--- src/rtl/oxbridge_cdc_pkg.sv ---
// Shared definitions for the oxbridge toggle-handshake crossing (transmitter and receiver).
package oxbridge_cdc_pkg;

    localparam logic [1:0] ST_ALIGN = 2'd0;
    localparam logic [1:0] ST_IDLE  = 2'd1;
    localparam logic [1:0] ST_WAIT  = 2'd2;

    localparam int SYNC_STAGES_MIN = 2;

    typedef enum logic [1:0] {
        ALIGN = ST_ALIGN,
        IDLE  = ST_IDLE,
        WAIT  = ST_WAIT
    } hs_state_e;

    // Case equality so an unknown synchronizer output reads as "no match".
    function automatic logic toggle_match(input logic ack, input logic req);
        return (ack === req);
    endfunction

endpackage

--- src/rtl/synchronizer_reg.sv ---
// Plain multi-flop synchronizer; deliberately unreset so it never holds a reset-induced value.
module synchronizer_reg #(
    parameter int WIDTH  = 1,
    parameter int STAGES = 2
) (
    input  logic             clk,
    input  logic [WIDTH-1:0] d,
    output logic [WIDTH-1:0] q
);

    logic [WIDTH-1:0] stage_r [STAGES];

    // Shift chain: stage 0 samples the asynchronous input.
    always_ff @(posedge clk) begin
        stage_r[0] <= d;
        for (int i = 1; i < STAGES; i++) begin
            stage_r[i] <= stage_r[i-1];
        end
    end

    assign q = stage_r[STAGES-1];

endmodule

--- src/rtl/cdc_handshake_tx.sv ---
// Source side of the two-phase req/ack crossing: captures one word, toggles req,
// and blocks further words until the synchronized ack toggle comes back.
module cdc_handshake_tx
    import oxbridge_cdc_pkg::*;
#(
    parameter int WIDTH       = 32,
    parameter int SYNC_STAGES = 2,
    parameter int TIMEOUT     = 0
) (
    input  logic             clk,
    input  logic             rst,
    input  logic             in_valid,
    output logic             in_ready,
    input  logic [WIDTH-1:0] in_data,
    output logic             xfer_req,
    output logic [WIDTH-1:0] xfer_data,
    input  logic             xfer_ack,
    output logic             xfer_done,
    output logic             busy,
    output logic             timeout_err,
    input  logic             err_clr
);

    localparam int STAGES = (SYNC_STAGES < SYNC_STAGES_MIN) ? SYNC_STAGES_MIN : SYNC_STAGES;
    localparam int CNT_W  = (TIMEOUT > 0) ? $clog2(TIMEOUT + 1) : 1;
    localparam logic [CNT_W-1:0] CNT_MAX = CNT_W'((TIMEOUT > 0) ? (TIMEOUT - 1) : 0);
    localparam logic [CNT_W-1:0] CNT_ONE = CNT_W'(1);

    hs_state_e        state_r;
    hs_state_e        state_next_s;
    logic             ack_s;
    logic             match_s;
    logic             accept_s;
    logic             done_s;
    logic             err_set_s;
    logic             req_r;
    logic [WIDTH-1:0] data_r;
    logic             ready_r;
    logic             busy_r;
    logic             err_r;
    logic [CNT_W-1:0] cnt_r;

    synchronizer_reg #(
        .WIDTH  (1),
        .STAGES (STAGES)
    ) u_ack_sync (
        .clk (clk),
        .d   (xfer_ack),
        .q   (ack_s)
    );

    assign match_s = toggle_match(ack_s, req_r);

    // State register.
    always_ff @(posedge clk or posedge rst) begin
        if (rst) begin
            state_r <= ALIGN;
        end else begin
            state_r <= state_next_s;
        end
    end

    // Next-state decode; accept and done are single-cycle strobes.
    always_comb begin
        state_next_s = state_r;
        accept_s     = 1'b0;
        done_s       = 1'b0;
        case (state_r)
            ALIGN: begin
                if (match_s) begin
                    state_next_s = IDLE;
                end else begin
                    state_next_s = ALIGN;
                end
            end
            IDLE: begin
                if (in_valid) begin
                    accept_s     = 1'b1;
                    state_next_s = WAIT;
                end else begin
                    state_next_s = IDLE;
                end
            end
            WAIT: begin
                if (match_s) begin
                    done_s       = 1'b1;
                    state_next_s = IDLE;
                end else begin
                    state_next_s = WAIT;
                end
            end
            default: begin
                state_next_s = ALIGN;
            end
        endcase
    end

    // Request toggle, held data word and state-decoded status flags.
    always_ff @(posedge clk or posedge rst) begin
        if (rst) begin
            req_r   <= 1'b0;
            data_r  <= {WIDTH{1'b0}};
            ready_r <= 1'b0;
            busy_r  <= 1'b1;
        end else begin
            if (accept_s) begin
                req_r  <= ~req_r;
                data_r <= in_data;
            end
            ready_r <= (state_next_s == IDLE);
            busy_r  <= (state_next_s != IDLE);
        end
    end

    // WAIT-cycle counter; saturates so a stuck transfer keeps the error asserted.
    always_ff @(posedge clk or posedge rst) begin
        if (rst) begin
            cnt_r <= {CNT_W{1'b0}};
        end else if (accept_s) begin
            cnt_r <= {CNT_W{1'b0}};
        end else if ((state_r == WAIT) && (cnt_r != CNT_MAX)) begin
            cnt_r <= cnt_r + CNT_ONE;
        end
    end

    assign err_set_s = (TIMEOUT != 0) && (state_r == WAIT) && !match_s && (cnt_r == CNT_MAX);

    // Sticky timeout flag; a fresh set outranks a simultaneous clear.
    always_ff @(posedge clk or posedge rst) begin
        if (rst) begin
            err_r <= 1'b0;
        end else if (err_set_s) begin
            err_r <= 1'b1;
        end else if (err_clr) begin
            err_r <= 1'b0;
        end
    end

    assign in_ready    = ready_r;
    assign busy        = busy_r;
    assign xfer_req    = req_r;
    assign xfer_data   = data_r;
    assign xfer_done   = done_s;
    assign timeout_err = err_r;

endmodule

--- config.mk ---
export PLATFORM = sky130hd
export DESIGN_NAME = cdc_handshake_tx
export DESIGN_NICKNAME = d
export VERILOG_FILES = /design/src/rtl/oxbridge_cdc_pkg.sv /design/src/rtl/synchronizer_reg.sv /design/src/rtl/cdc_handshake_tx.sv
export SDC_FILE = /design/constraint.sdc
export NUM_CORES = 1
export LEC_CHECK = 0
export BUFFER_PORTS_ARGS = -buffer_cell sky130_fd_sc_hd__buf_2
export CORE_MARGIN = 4
export CORE_UTILIZATION = 45
export DETAILED_ROUTE_END_ITERATION = 10
export PLACE_DENSITY = 0.88
export REMOVE_ABC_BUFFERS = 1
export SYNTH_ARGS = -nofsm -noshare
export SYNTH_HDL_FRONTEND = slang
export SYNTH_SLANG_ARGS = --single-unit
export TNS_END_PERCENT = 100
--- constraint.sdc ---
create_clock -name clk -period 1.4 [get_ports clk]
set_clock_uncertainty 0.15 [all_clocks]
set_input_delay 0.28 -clock clk [delete_from_list [all_inputs] [get_ports clk]]
set_output_delay 0.28 -clock clk [all_outputs]
set_load 0.03 [all_outputs]
==> results of run 1 <==
## layer usage
metal / GRT usage, % / routed length (um)
met2: 33.13 / 2659
met5: 0 / 0
met3: 5.565 / 376
met4: 8.608 / 150
met1: 21.11 / 1838
## cell usage after synthesis
cell type	number	share of area [%]
mux2_4	28	27
buf_4	1	0.48
mux2_2	4	2.9
buf_6	3	2.2
conb_1	1	0.24
xor2_1	1	0.56
o22ai_1	2	0.80
xnor2_1	2	1.1
nor2_1	1	0.24
nand2b_1	2	0.80
dfstp_2	1	1.7
o22a_1	1	0.56
nand3b_4	1	1.3
dfxtp_1	2	2.5
dfrtp_1	36	57
inv_1	1	0.24
o21ai_0	1	0.32
## sequential cells by signal (all words and copies together) (netlist names)
register,cells
xfer_data,32
state_r,2
u_ack_sync.stage_r,2
busy,1
in_ready,1
xfer_req,1
## cell type report
| class | instances | area (um^2) |
|---|---|---|
| Clock buffer | 7 | 65.06 |
| Clock inverter | 1 | 7.507 |
| Fill cell | 199 | 733.2 |
| Inverter | 1 | 3.754 |
| Multi-Input combinational cell | 44 | 580.6 |
| Sequential cell | 39 | 967.2 |
| Tap cell | 46 | 57.56 |
| Timing Repair Buffer | 122 | 948.4 |
## report_power, final
group | internal, uW | switching [uW] | total, uW | leakage (uW)
clock | 294 | 379 | 673 | 0.0000375
sequential | 1690 | 375 | 2070 | 0.000453
combinational | 2060 | 2020 | 4070 | 0.000913
total | 4040 | 2770 | 6810 | 0.00140
## logic make-up after synthesis
group / after synthesis
xor+xnor: 3
mux: 32
other cells: 1
simple gates: 4
flops: 39
compound gates: 4
buf+inv: 5
## critical path, cell delays in order (launching register included)
cell and delay (ns):
dfrtp_1 0.44, xor2_2 0.17, nor2_1 0.14, buf_4 0.18
## worst paths after layout
path | depth (start not counted) | from | end
max in group asynchronous | 4 | rst | xfer_data[18]
max reg2reg | 3 | state_r[1] | xfer_data[4]
min reg2reg | 0 | u_ack_sync.stage_r[0][0] | u_ack_sync.stage_r[0][1]
max | 3 | xfer_req | xfer_done
min | 2 | in_data[7] | xfer_data[7]
min in group asynchronous | 4 | rst | xfer_data[25]
## per-stage QoR
| step | power (uW) | setup slack, ns | cell area [um^2] | setup TNS, ns |
|---|---|---|---|---|
| floorplan | 4204 | -0.2329 | 1529 | -5.383 |
| global placement | 4995 | 0.07398 | 2007 | 0 |
| detailed placement | 5113 | 0.04348 | 2007 | 0 |
| CTS | 5932 | -0.2555 | 2332 | -0.7030 |
| global route | 7090 | -0.3776 | 2630 | -3.224 |
| finish | 6813 | -0.3150 | 2630 | -2.289 |
## timing repair
action	4_1_cts	5_1_grt
endpoints found under the setup margin	4	56
cloned	0	3
resized for setup	8	40
hold endpoints to repair	57	3
setup buffers	2	16
pin swaps	1	2
hold buffers	22	3
==> impl_metrics.toml, run 1 <==
[floorplan]
initial_utilization_pct = 46.69
dieArea_um2 = 4498
die_w_um = 67.07
rows = 21
io_pins = 74
coreArea_um2 = 3363
die_h_um = 67.07

[synthesis]
synth-seq-area-share_pct = 61.59
synthAdderAreaFrac_pct = 0
synth_warnings = 0
synth.avg_cell_area_um2 = 17.84
synth_mux_area_share_pct = 29.64
synth_area_um2 = 1570
ys_seq_elements = 39
synth_xor_area_share_pct = 1.673
synth_cell_types = 17
synth_compound_area_share_pct = 1.673
synthSimpleGateAreaFrac_pct = 2.311
synth_top_family_by_area = "multiplexers"
netlist_instances = 88

[cells_and_area]
post-route-util_pct = 78.20
fin_nets = 250
syn_to_final_growth_pct = 67.49
drive_gt1_share_pct = 65.42
final_cells = 260
antenna_cells = 0
layout_common_cells = "54 x buf_2, 36 x dfrtp_1, 32 x mux2_4"
layout_commonest_cell = "buf_2"

[critical_path]
cp.required_ns = 0.97
cp-start-kind = "flop"
crit_arrival_ns = 1.28
cp_max_fo = 2
path_class = "reg -> out"
ff2ff_setup_slack_ns = -0.08
endpoint_kind = "output port"

[outcome]
violations = "negative setup slack"
outcome = "finished, violations left"

[sta]
setup_viol = 35
rsz0062_at_grt = "yes"
layout_min_cycle_time_ns = 1.715
finalCritPeriodShare_pct = 122.5
worst_hold_slack_ns = 0.01263
final_hold_viol_count = 0
final_max_slew_viol_count = 0
worst_slack_ns = -0.3150
max_freq_mhz = 583.1

[route]
drc = 0
routed_via_density = 4.838
vias = 1258
wl_um = 5024
drt_iter0_drc = 36
wl_per_cell_um = 19.32
ant_nets = 0
drt_pre_antenna_iters = 4

[clocking]
root_buffer = "clkbuf_4"
clockBufferDepth = 2
clk_pin_slew_ns = 0.12
clkSinkCount = 39
numCtsBuffers = 5
htreeDepth = 2
tritoncts = "done"
clock_latency_ns = 0.35

[global_routing]
grt_overflow_total = 0
grt_pass1_wl_um = 6058
antenna_found_initial = 0
track_usage_pct = 19.01
grt_pass1_vias = 1259
grt_max_degree = 25

[power_and_ir_drop]
powerDensity_nw_per_um2 = 2591
max-vdd-ir-drop_v = 0.002075
p_leak_uw = 0.001403

[worst_hold_path]
min_path_type = "in -> reg"

[place]
gp_congestion = 0.7401
port_buffers = 71
dpl.cell_count = 208
place_hpwl_um = 2410

[flow_run]
cap_violations = 0
Note: power is estimated with default switching activity, not from simulation.
==> inputs of run 2 (changes only) <==
--- a/config.mk
+++ b/config.mk
@@ -11,6 +11,7 @@
 export DETAILED_ROUTE_END_ITERATION = 10
 export PLACE_DENSITY = 0.88
 export REMOVE_ABC_BUFFERS = 1
+export SETUP_SLACK_MARGIN = 0.02
 export SYNTH_ARGS = -nofsm -noshare
 export SYNTH_HDL_FRONTEND = slang
 export SYNTH_SLANG_ARGS = --single-unit
==> impl_metrics.toml, run 2 (synthesis gave the netlist of run 1 again) <==
[floorplan]
initial_utilization_pct = 46.69
dieArea_um2 = 4498
die_w_um = 67.07
die_h_um = 67.07
io_pins = 74
coreArea_um2 = 3363
rows = 21

[cells_and_area]
drive_gt1_share_pct = 66.21
syn_to_final_growth_pct = 75.46
largest_reg_flops = 32
antenna_cells = 0
fin_nets = 255
layout_commonest_cell = "buf_2"
layout_common_cells = "40 x buf_2, 36 x dfrtp_1, 30 x buf_4"

[route]
wl_per_cell_um = 19.64
wl_um = 5204
drt_pre_antenna_iters = 4
drc = 0
drt_iter0_drc = 62
routed_via_density = 4.868
vias = 1290
ant_nets = 0

[power_and_ir_drop]
finalPower_uw = 7240
powerDensity_nw_per_um2 = 2628
max-vdd-ir-drop_v = 0.001588
p_leak_uw = 0.001449

[sta]
worst_slack_ns = -0.2568
final_hold_viol_count = 0
finalCritPeriodShare_pct = 118.3
setup_viol = 35
max_freq_mhz = 603.6
final_max_slew_viol_count = 0
worst_hold_slack_ns = 0.01489
rsz0062_at_grt = "yes"
layout_min_cycle_time_ns = 1.657

[critical_path]
endpoint_kind = "output port"
crit_buf_inv = 1
crit_arrival_ns = 1.23
cp_max_fo = 2
crit_slowest_cell = "dfrtp_1"
cp-start-kind = "flop"
cp_cell_sequence = "xor2_1 -> nor2_1 -> buf_4"
cp.required_ns = 0.97
ff2ff_setup_slack_ns = -0.09
path_class = "reg -> out"
critical_path.top_delay_family = "flip-flops"
max_stage_delay_ns = 0.41

[outcome]
outcome = "finished, violations left"
violations = "negative setup slack"

[global_routing]
antenna_found_initial = 0
track_usage_pct = 19.29
grt_pass1_vias = 1200
grt_pass1_wl_um = 6051
grt_overflow_total = 0
grt_max_degree = 25

[place]
pre_cts_ws_ns = 0.04348
port_buffers = 71
place_hpwl_um = 2410
gp_congestion = 0.7401

[clocking]
clockBufferDepth = 2
tritoncts = "done"
htreeDepth = 2
clock_latency_ns = 0.36
clk_pin_slew_ns = 0.13
clkSinkCount = 39
numCtsBuffers = 5
root_buffer = "clkbuf_4"

[worst_hold_path]
min_path_type = "in -> reg"

[flow_run]
cap_violations = 0
## run 2: final cells by class
class	instances	area [um^2]
Inverter	1	3.754
Tap cell	46	57.56
Timing Repair Buffer	127	1092
Clock inverter	1	7.507
Clock buffer	7	65.06
Fill cell	184	608.1
Sequential cell	39	967.2
Multi-Input combinational cell	44	561.8
## run 2: stage by stage
step	instance area [um^2]	instances	util [%]	setup TNS (ns)
floorplan	1529	84	-	-5.383
global placement	2007	208	59.67	0
detailed placement	2007	208	59.67	0
CTS	2377	242	70.68	-0.7030
global route	2755	265	81.92	-3.535
finish	2755	265	81.92	-2.627
## run 2: repair_timing
item / 4_1_cts / 5_1_grt
gates resized for setup: 16 / 65
pin swaps: 1 / 0
hold buffers: 22 / 2
buffers inserted: 5 / 18
setup endpoints to repair: 10 / 62
gates cloned: 0 / 4
endpoints found under the hold margin: 57 / 2
## run 2: final timing paths
kind	from	end	cells after the start
hold / removal	in_data[29]	xfer_data[29]	2
min in group asynchronous	rst	state_r[1]	4
setup reg to reg	state_r[0]	xfer_data[17]	4
hold reg to reg	u_ack_sync.stage_r[0][0]	u_ack_sync.stage_r[0][1]	0
setup / recovery	xfer_req	xfer_done	3
max in group asynchronous	rst	xfer_data[18]	4
## run 2: per-layer routing
| layer | GRT usage (%) | wire, um | up-vias |
|---|---|---|---|
| li1 | - | - | 563 |
| met1 | 21.00 | 1964 | 649 |
| met5 | 0 | 0 | - |
| met4 | 9.367 | 122 | 0 |
| met3 | 6.577 | 409 | 9 |
| met2 | 33.13 | 2707 | 69 |
## run 2: power breakdown
part / leakage [uW] / internal (uW) / switching, uW / total (uW)
clock: 0.0000375 / 294 / 384 / 677
sequential: 0.000453 / 1690 / 433 / 2120
combinational: 0.000959 / 2380 / 2060 / 4440
==> inputs of run 3 (changes only) <==
--- a/config.mk
+++ b/config.mk
@@ -6,7 +6,7 @@
 export NUM_CORES = 1
 export LEC_CHECK = 0
 export BUFFER_PORTS_ARGS = -buffer_cell sky130_fd_sc_hd__buf_2
-export CORE_MARGIN = 4
+export CORE_MARGIN = 8
 export CORE_UTILIZATION = 45
 export DETAILED_ROUTE_END_ITERATION = 10
 export PLACE_DENSITY = 0.88
==> impl_metrics.toml, run 3 (synthesis gave the netlist of run 1 again) <==
[cells_and_area]
syn_to_final_growth_pct = 60.56
final_cells = 250
layout_common_cells = "43 x buf_4, 41 x buf_2, 36 x dfrtp_1"
fin_nets = 240
layout_commonest_cell = "buf_4"
design_area_um2 = 2521
antenna_cells = 0
drive_gt1_share_pct = 72.55
largest_reg_flops = 32

[floorplan]
initial_utilization_pct = 47.06
die_w_um = 75.07
coreArea_um2 = 3337
die_h_um = 75.07
rows = 21
dieArea_um2 = 5636
io_pins = 74

[route]
vias = 1187
drt_iter0_drc = 47
wl_um = 4454
wl_per_cell_um = 17.82
ant_nets = 0
routed_via_density = 4.748
drc = 0
drt_pre_antenna_iters = 4

[sta]
layout_min_cycle_time_ns = 1.604
worst_slack_ns = -0.2037
finalCritPeriodShare_pct = 114.5
max_freq_mhz = 623.6
final_hold_viol_count = 0
worst_hold_slack_ns = 0.01013
final_max_slew_viol_count = 0
setup_viol = 36
rsz0062_at_grt = "yes"

[place]
port_buffers = 71
pre_cts_ws_ns = 0.02429
dpl.cell_count = 209
place_hpwl_um = 2926
post_dp_cell_area_um2 = 2014
gp_congestion = 0.7260

[critical_path]
endpoint_kind = "output port"
r2r_start = "state_r[0]"
path_class = "reg -> out"
cp-start-kind = "flop"
crit_arrival_ns = 1.17
cp.required_ns = 0.97
r2r-end = "xfer_data[9]"
ff2ff_setup_slack_ns = -0.13
r2r_cells = 5
cp_max_fo = 2

[outcome]
outcome = "finished, violations left"
violations = "negative setup slack"

[clocking]
clkSinkCount = 39
htreeDepth = 2
root_buffer = "clkbuf_4"
tritoncts = "done"
clock_latency_ns = 0.33
clk_pin_slew_ns = 0.12
clockBufferDepth = 2
numCtsBuffers = 5

[worst_hold_path]
min_from = "in_data[25]"
worstHoldPathCells = 2
min_path_type = "in -> reg"
min_to = "xfer_data[25]"

[power_and_ir_drop]
p_leak_uw = 0.001368
finalPower_uw = 6891
clkPwrFrac_pct = 7.9
seqPwrFrac_pct = 29.8
switching_share_pct = 39.40
p_switching_uw = 2715
max-vdd-ir-drop_v = 0.001616
intPower_uw = 4176
power_frac_comb_pct = 62.3
powerDensity_nw_per_um2 = 2733

[flow_run]
cap_violations = 0

[global_routing]
grt_pass1_vias = 1222
grt_max_degree = 27
grt_pass1_wl_um = 5658
track_usage_pct = 13.41
antenna_found_initial = 0
grt_overflow_total = 0
-- run 3: cell count changes in the layout (fill, tap and decap cells not counted), sizes merged --
cell	previous run	this run
buf	99	102
clkinv	0	1
dlygate4sd3	24	5
-- run 3: power by group through the flow --
stage / Clock [uW] / Combinational (uW) / Sequential, uW
global route: 613 / 4460 / 2110
detailed placement: 0 / 3160 / 2020
finish: 545 / 4290 / 2050
global placement: 0 / 3080 / 1970
floorplan: 0 / 1150 / 3050
CTS: 561 / 3340 / 2000
-- run 3: worst max-delay path, cell delays in order (launching register included) --
cell,delay [ns]
dfrtp_1,0.40
xor2_1,0.15
nor2_1,0.12
buf_4,0.17
-- run 3: per-layer routing --
layer	track usage (%)	up-vias	part of all wire, %
met5	0	-	0
met4	7.609	0	2.3
met3	2.929	12	5.6
met2	24.57	58	58
met1	13.61	589	34
li1	-	528	-
-- run 3: area by class of cell --
type,instances,area [um^2]
clock buffers,6,41.29
clock inverters,2,12.51
fillers,219,815.8
inverters,1,3.754
multi-input cells,44,573.1
flip-flops and latches,39,967.2
well taps,46,57.56
repair buffers,112,865.8
-- run 3: metrics by stage --
stage,util (%),TNS [ns]
floorplan,-,-5.383
global placement,60.37,0
detailed placement,60.37,0
CTS,64.23,-0.4832
global route,75.55,-5.872
finish,75.55,-4.008
-- run 3: worst max-delay path by stage --
stage / start / endpoint / slack, ns / cells past startpoint
2_1_floorplan: xfer_req / xfer_done / -0.23 / 2
3_3_place_gp: state_r[1] / xfer_data[10] / 0.06 / 3
3_5_place_dp: state_r[1] / xfer_data[12] / 0.02 / 3
4_1_cts: xfer_req / xfer_done / -0.21 / 3
5_1_grt: xfer_req / xfer_done / -0.25 / 3
6_report: xfer_req / xfer_done / -0.20 / 3
-- run 3: repair_timing --
action / in CTS / in global routing
pin swaps: 2 / 1
buffers inserted: 2 / 24
endpoints found under the setup margin: 6 / 63
endpoints found under the hold margin: 38 / 3
hold buffers: 2 / 3
gates cloned: 0 / 3
resized for setup: 12 / 62
